## src/rtl/ps2_kbd_matrix.sv

```systemverilog
// ps2_kbd_matrix
//   Receives a PS/2 scan-code set 2 keyboard stream and maintains the 64-bit
//   key matrix read by the Blink keyboard port. Scan codes are looked up in an
//   external ROM (1-cycle read latency) that returns {valid, index[5:0]}.
//
// Ports
//   mck       master clock (9.83MHz), rising edge
//   rin_n     asynchronous active-low reset
//   ps2_clk   PS/2 clock, asynchronous to mck
//   ps2_dat   PS/2 data, asynchronous to mck
//   map_addr  ROM address {ext, scancode}
//   map_data  ROM data {valid, index[5:0]}, valid 1 cycle after map_addr
//   kbmat     key matrix, bit 8*row+col is 1 while the key is held
//   kb_any    registered OR of kbmat
//   kb_event  1-cycle pulse when a kbmat bit is written
//   kb_err    1-cycle pulse on framing, parity or timeout error
module ps2_kbd_matrix #(
    parameter int SYNC_STAGES = 2,
    parameter int TIMEOUT     = 9830
) (
    input  logic        mck,
    input  logic        rin_n,
    input  logic        ps2_clk,
    input  logic        ps2_dat,
    output logic [8:0]  map_addr,
    input  logic [6:0]  map_data,
    output logic [63:0] kbmat,
    output logic        kb_any,
    output logic        kb_event,
    output logic        kb_err
);

    localparam int TW = $clog2(TIMEOUT + 1);

    // ---------------- input synchronisers and edge detect ----------------
    // Reset to 0 so that an idle-high line after reset looks like a rising
    // edge, never a spurious falling one.
    logic [SYNC_STAGES-1:0] clk_sync, dat_sync;
    logic                   clk_q;
    logic                   clk_s, dat_s, fall;

    always_ff @(posedge mck or negedge rin_n) begin
        if (!rin_n) begin
            clk_sync <= '0;
            dat_sync <= '0;
            clk_q    <= 1'b0;
        end else begin
            clk_sync <= {clk_sync[SYNC_STAGES-2:0], ps2_clk};
            dat_sync <= {dat_sync[SYNC_STAGES-2:0], ps2_dat};
            clk_q    <= clk_s;
        end
    end

    assign clk_s = clk_sync[SYNC_STAGES-1];
    assign dat_s = dat_sync[SYNC_STAGES-1];
    assign fall  = clk_q & ~clk_s;

    // ---------------- receive FSM ----------------
    typedef enum logic {RX_IDLE, RX_BITS} rx_t;
    rx_t           rx_state, rx_next;
    logic [3:0]    bitcnt;
    logic [10:0]   shreg;
    logic [10:0]   frame;
    logic [TW-1:0] tcnt;
    logic          frame_done, frame_ok, tmo;
    logic          byte_rdy;
    logic [7:0]    rx_byte;

    // Frame view including the bit arriving this cycle: LSB-first shift, so
    // after 11 shifts frame[0]=start, [8:1]=data, [9]=parity, [10]=stop.
    assign frame    = {dat_s, shreg[10:1]};
    assign frame_ok = ~frame[0] & frame[10] & (^frame[9:1]);

    always_comb begin
        rx_next    = rx_state;
        frame_done = 1'b0;
        tmo        = 1'b0;
        case (rx_state)
            RX_IDLE: if (fall) rx_next = RX_BITS;
            RX_BITS: begin
                if (fall) begin
                    if (bitcnt == 4'd10) begin
                        frame_done = 1'b1;
                        rx_next    = RX_IDLE;
                    end
                end else if (tcnt == TW'(TIMEOUT)) begin
                    // edge has priority over the timeout
                    tmo     = 1'b1;
                    rx_next = RX_IDLE;
                end
            end
            default: rx_next = RX_IDLE;
        endcase
    end

    always_ff @(posedge mck or negedge rin_n) begin
        if (!rin_n) begin
            rx_state <= RX_IDLE;
            bitcnt   <= '0;
            shreg    <= '0;
            tcnt     <= '0;
            byte_rdy <= 1'b0;
            rx_byte  <= '0;
            kb_err   <= 1'b0;
        end else begin
            rx_state <= rx_next;
            if (fall) shreg <= frame;
            if (rx_next == RX_IDLE) bitcnt <= '0;
            else if (fall)          bitcnt <= bitcnt + 4'd1;
            if (fall || rx_state == RX_IDLE) tcnt <= '0;
            else if (tcnt != TW'(TIMEOUT))   tcnt <= tcnt + 1'b1;
            byte_rdy <= frame_done & frame_ok;
            if (frame_done) rx_byte <= frame[8:1];
            kb_err   <= (frame_done & ~frame_ok) | tmo;
        end
    end

    // ---------------- decode FSM ----------------
    typedef enum logic [1:0] {D_IDLE, D_LOOK, D_APPLY, D_SKIP} d_t;
    d_t         d_state, d_next;
    logic       ext, brk, pfx;
    logic [2:0] skip;
    logic       set_ext, set_brk, clr_pfx, clr_mat, load_addr, load_skip, apply;

    assign pfx = ext | brk;

    always_comb begin
        d_next    = d_state;
        set_ext   = 1'b0;
        set_brk   = 1'b0;
        clr_pfx   = 1'b0;
        clr_mat   = 1'b0;
        load_addr = 1'b0;
        load_skip = 1'b0;
        apply     = 1'b0;
        case (d_state)
            D_IDLE: if (byte_rdy) begin
                case (rx_byte)
                    8'hE0: set_ext = 1'b1;
                    8'hF0: set_brk = 1'b1;
                    8'hE1: begin
                        load_skip = 1'b1;
                        d_next    = D_SKIP;
                    end
                    8'h00, 8'hFF: begin
                        clr_mat = 1'b1;
                        clr_pfx = 1'b1;
                    end
                    default: begin
                        if (rx_byte == 8'hAA && !pfx) begin
                            clr_mat = 1'b1;
                        end else if ((rx_byte == 8'hFA || rx_byte == 8'hFE ||
                                      rx_byte == 8'hEE) && !pfx) begin
                            // keyboard protocol responses, not keys
                        end else if (ext && (rx_byte == 8'h12 || rx_byte == 8'h59)) begin
                            clr_pfx = 1'b1;
                        end else begin
                            load_addr = 1'b1;
                            d_next    = D_LOOK;
                        end
                    end
                endcase
            end
            D_LOOK:  d_next = D_APPLY;
            D_APPLY: begin
                apply   = map_data[6];
                clr_pfx = 1'b1;
                d_next  = D_IDLE;
            end
            D_SKIP: if (byte_rdy && skip <= 3'd1) begin
                clr_pfx = 1'b1;
                d_next  = D_IDLE;
            end
            default: d_next = D_IDLE;
        endcase
    end

    always_ff @(posedge mck or negedge rin_n) begin
        if (!rin_n) begin
            d_state  <= D_IDLE;
            ext      <= 1'b0;
            brk      <= 1'b0;
            skip     <= '0;
            map_addr <= '0;
            kbmat    <= '0;
            kb_event <= 1'b0;
            kb_any   <= 1'b0;
        end else begin
            d_state <= d_next;
            if (clr_pfx)      ext <= 1'b0;
            else if (set_ext) ext <= 1'b1;
            if (clr_pfx)      brk <= 1'b0;
            else if (set_brk) brk <= 1'b1;
            if (load_skip)                         skip <= 3'd7;
            else if (d_state == D_SKIP && byte_rdy) skip <= skip - 3'd1;
            if (load_addr) map_addr <= {ext, rx_byte};
            if (clr_mat)    kbmat <= '0;
            else if (apply) kbmat[map_data[5:0]] <= ~brk;
            kb_event <= apply;
            kb_any   <= |kbmat;
        end
    end

endmodule

```

## config.mk

```make
export PLATFORM = sky130hd
export DESIGN_NAME = ps2_kbd_matrix
export DESIGN_NICKNAME = d
export VERILOG_FILES = /design/src/rtl/ps2_kbd_matrix.sv
export SDC_FILE = /design/constraint.sdc
export NUM_CORES = 1
export LEC_CHECK = 0
export ABC_CLOCK_PERIOD_IN_PS = 2750
export BUFFER_PORTS_ARGS = -buffer_cell sky130_fd_sc_hd__buf_2
export CORE_MARGIN = 2
export CORE_UTILIZATION = 45
export CTS_CLUSTER_SIZE = 24
export DETAILED_ROUTE_END_ITERATION = 7
export HOLD_SLACK_MARGIN = 0.06
export PLACE_DENSITY_LB_ADDON = 0.15
export SYNTH_ARGS = -nofsm -noshare
export SYNTH_HDL_FRONTEND = slang
export SYNTH_SLANG_ARGS = --single-unit
```

## constraint.sdc

```tcl
create_clock -name mck -period 2.75 [get_ports mck]
set_input_delay 0.55 -clock mck [delete_from_list [all_inputs] [get_ports mck]]
set_output_delay 0.55 -clock mck [all_outputs]
set_load 0.1 [all_outputs]
```

==> metrics.txt <==
status completed; clk buf depth 2; Top FF cell, synth dfrtp_1; Slew headroom 56.59%; Sequential cell area 3153 µm²; final worst hold slack 0.1412 ns; initial antenna violation count 0; CTS root buffer clkbuf_16; total global-route track usage 21.70%; via count 4965; Period minus WS final 2.309 ns; Fin Setup TNS 0 ns; Max VDD drop 0.0004933 V; RSZ-0062 raised after global routing false; DRC violations left 0; slowest CP cell or4b_1; Startpoint Class register; crit path from rx_byte[0]; vias in the first global route 4767; WL final 14.63 mm; Crit path max-delay family simple AND/OR/NAND/NOR gates; Clock Sinks 126; post-synthesis cell type count 54; Hold Violations, Final 0; CP max FO 10; global-route wire length before repair 24.61 mm; post-CTS setup buffer count 0; Worst Path Buf+Inv 0; layout cell share with drive strength beyond 1 22.29%; design area 7162 µm²; Seq/Total Area, Yosys 53.09%; ant diodes 0; post-synthesis async set-or-reset flop share 100.0%; io pins 87; # fillers 1102; Slew Viols, Final 0; class of the worst hold path input pin to asynchronous set/reset pin; Gate Count Post-Synth 596; vias per cell 5.814; Final period util 83.95%; skew final 0.006592 ns; Resized cells post-CTS 0; Max Cap Violations 0; hold buffers post-CTS 0; Initial Util 46.50%; Pwr Density 762.0 nW/µm²; H-tree Lvls 4; P&R area growth vs syn 20.58%; floorplan row count 41; Clock Latency Late Sink 0.41 ns; LEAKAGE 0.003403 µW; footprint of the multi-input gates 2579 µm²; WL/cell 17.13 µm; Routed Antenna Nets 0; Worst-path clk slew 0.05 ns; Port Buffers 86; remaining global-route overflow 0; Avg Inst Size Synth 9.966 µm²; Post-Route Utilization 56.07%; warnings from Yosys 0; Core Region 12770 µm²; nets 687; router iterations before antenna repair 5; reg2reg start rx_byte[0]; CP arrival 2.60 ns; register bit total from synthesis 126; CP Data Required Time 3.04 ns; critical setup path kind register to register; syn nets 613; Critical Path End Type register; hpwl dp 9.571 mm; Placer Congestion 0.8036; DP Area 6502 µm²; Critical Path Max Stage Delay 0.57 ns; TritonCTS buffer count 17; Die X 118.9 µm; TritonCTS clock tree done; Worst Max-Slew Pin Slew 0.6451 ns; largest net degree at the start of global routing 66; final setup fails 0; initial drt markers 451; die area 14130 µm²; Post-Syn Area 5939 µm²; number of synthesized flops with an enable pin 0; CP cell instances or4b_1 > a2111oi_2 > or3b_1 > nand3b_4 > mux2_2; Max Freq 433.1 MHz; die height 118.9 µm
area by class of cell:
cell class                      count  area share, %
Multi-Input combinational cell    423          36.01
Sequential cell                   126          44.03
Tap cell                          172          3.005
Timing Repair Buffer               96          7.442
Clock inverter                      5          2.096
Clock buffer                       26          7.110
Inverter                            6         0.3145
registers in the layout (all words and copies together), names as in the netlist, 3 cells and up:
signal,flops
rx_byte,8
kbmat,64
map_addr,9
bitcnt,4
tcnt,14
shreg,10
skip,3
routing by layer:
layer  vias to the layer above  global-route usage, %  routed length [µm]
met5                         -                      0                   0
met4                         0                  7.813                 294
met3                        22                  4.789                 715
met2                       148                  34.59                7064
met1                      2476                  29.28                6557
li1                       2319                      -                   -
worst register-to-register path, cell delays in order (launching register included):
cell	delay, ns
dfrtp_1	0.46
or4b_1	0.57
a2111oi_2	0.41
or3b_1	0.19
nand3b_4	0.21
mux2_2	0.35
cell usage after synthesis (2+ instances only):
| cell | n | area, µm² |
|---|---|---|
| dfrtp_1 | 126 | 3153 |
| o21ai_0 | 71 | 355.3 |
| a21oi_1 | 70 | 350.3 |
| or3_1 | 67 | 419.2 |
| nand2_1 | 43 | 161.4 |
| clkbuf_1 | 30 | 112.6 |
| nor2_1 | 27 | 101.4 |
| mux2_2 | 21 | 236.5 |
| nor4_1 | 18 | 112.6 |
| nand3_1 | 14 | 70.07 |
| xor2_1 | 10 | 87.58 |
| nand4_1 | 9 | 56.30 |
| buf_4 | 6 | 45.04 |
| ha_1 | 6 | 75.07 |
| inv_1 | 6 | 22.52 |
| xnor2_1 | 6 | 52.55 |
| and4_1 | 5 | 43.79 |
| nand2b_1 | 5 | 31.28 |
| and3_1 | 4 | 25.02 |
| nor3_1 | 4 | 20.02 |
| nor3b_1 | 4 | 30.03 |
| a31oi_1 | 3 | 18.77 |
| buf_1 | 3 | 11.26 |
| nand3b_1 | 3 | 22.52 |
| nor2b_1 | 2 | 12.51 |
| o211ai_1 | 2 | 15.01 |
| o21ai_1 | 2 | 10.01 |
| or3b_2 | 2 | 17.52 |
| or4_1 | 2 | 15.01 |
through the flow:
step / cells / total power [µW] / worst slack (ns)
2_1_floorplan: 596 / 2801 / 0.5593
3_3_place_gp: 823 / 2967 / 0.4969
3_5_place_dp: 823 / 2988 / 0.4464
4_1_cts: 854 / 5509 / 0.4378
5_1_grt: 854 / 5734 / 0.3222
6_report: 854 / 5458 / 0.4412
final timing paths:
path                                    end  slack, ns  cells after the start
worst max register to register  map_addr[1]       0.44                      5
max in group asynchronous         kbmat[15]       1.84                      2
worst min-delay path              kbmat[50]       0.14                      1
min in group mck                dat_sync[0]       0.24                      1
worst min register to register  dat_sync[1]       0.35                      0
worst max-delay path            map_addr[1]       0.44                      5
cells by family after synthesis:
| family | Yosys count | synth area share (%) |
|---|---|---|
| AOI/OAI and AO/OA | 161 | 14.70 |
| xor gates and xnor gates | 17 | 2.738 |
| adders and majority gates | 6 | 1.264 |
| buffers and inverters | 47 | 3.497 |
| DFF | 126 | 53.09 |
| muxes | 21 | 3.982 |
| and+or+nand+nor | 218 | 20.73 |
report_power, final:
| group | switching, µW | internal (µW) | leakage, µW |
|---|---|---|---|
| Sequential | 204 | 2010 | 0.00171 |
| Combinational | 399 | 350 | 0.00137 |
| Clock | 771 | 1730 | 0.000321 |
cell usage in the layout, fill, tap and decap left out, types with 6 or more instances in the layout:
cell,instances
nand3_1,14
clkbuf_16,17
a21oi_1,70
buf_4,9
nand2_1,43
or3_1,67
inv_1,6
nor2_1,27
o21ai_0,71
xor2_1,10
buf_2,85
ha_1,6
nand4_1,9
xnor2_1,6
dfrtp_1,126
mux2_2,21
nor4_1,18
Note: power is estimated with default switching activity, not from simulation.
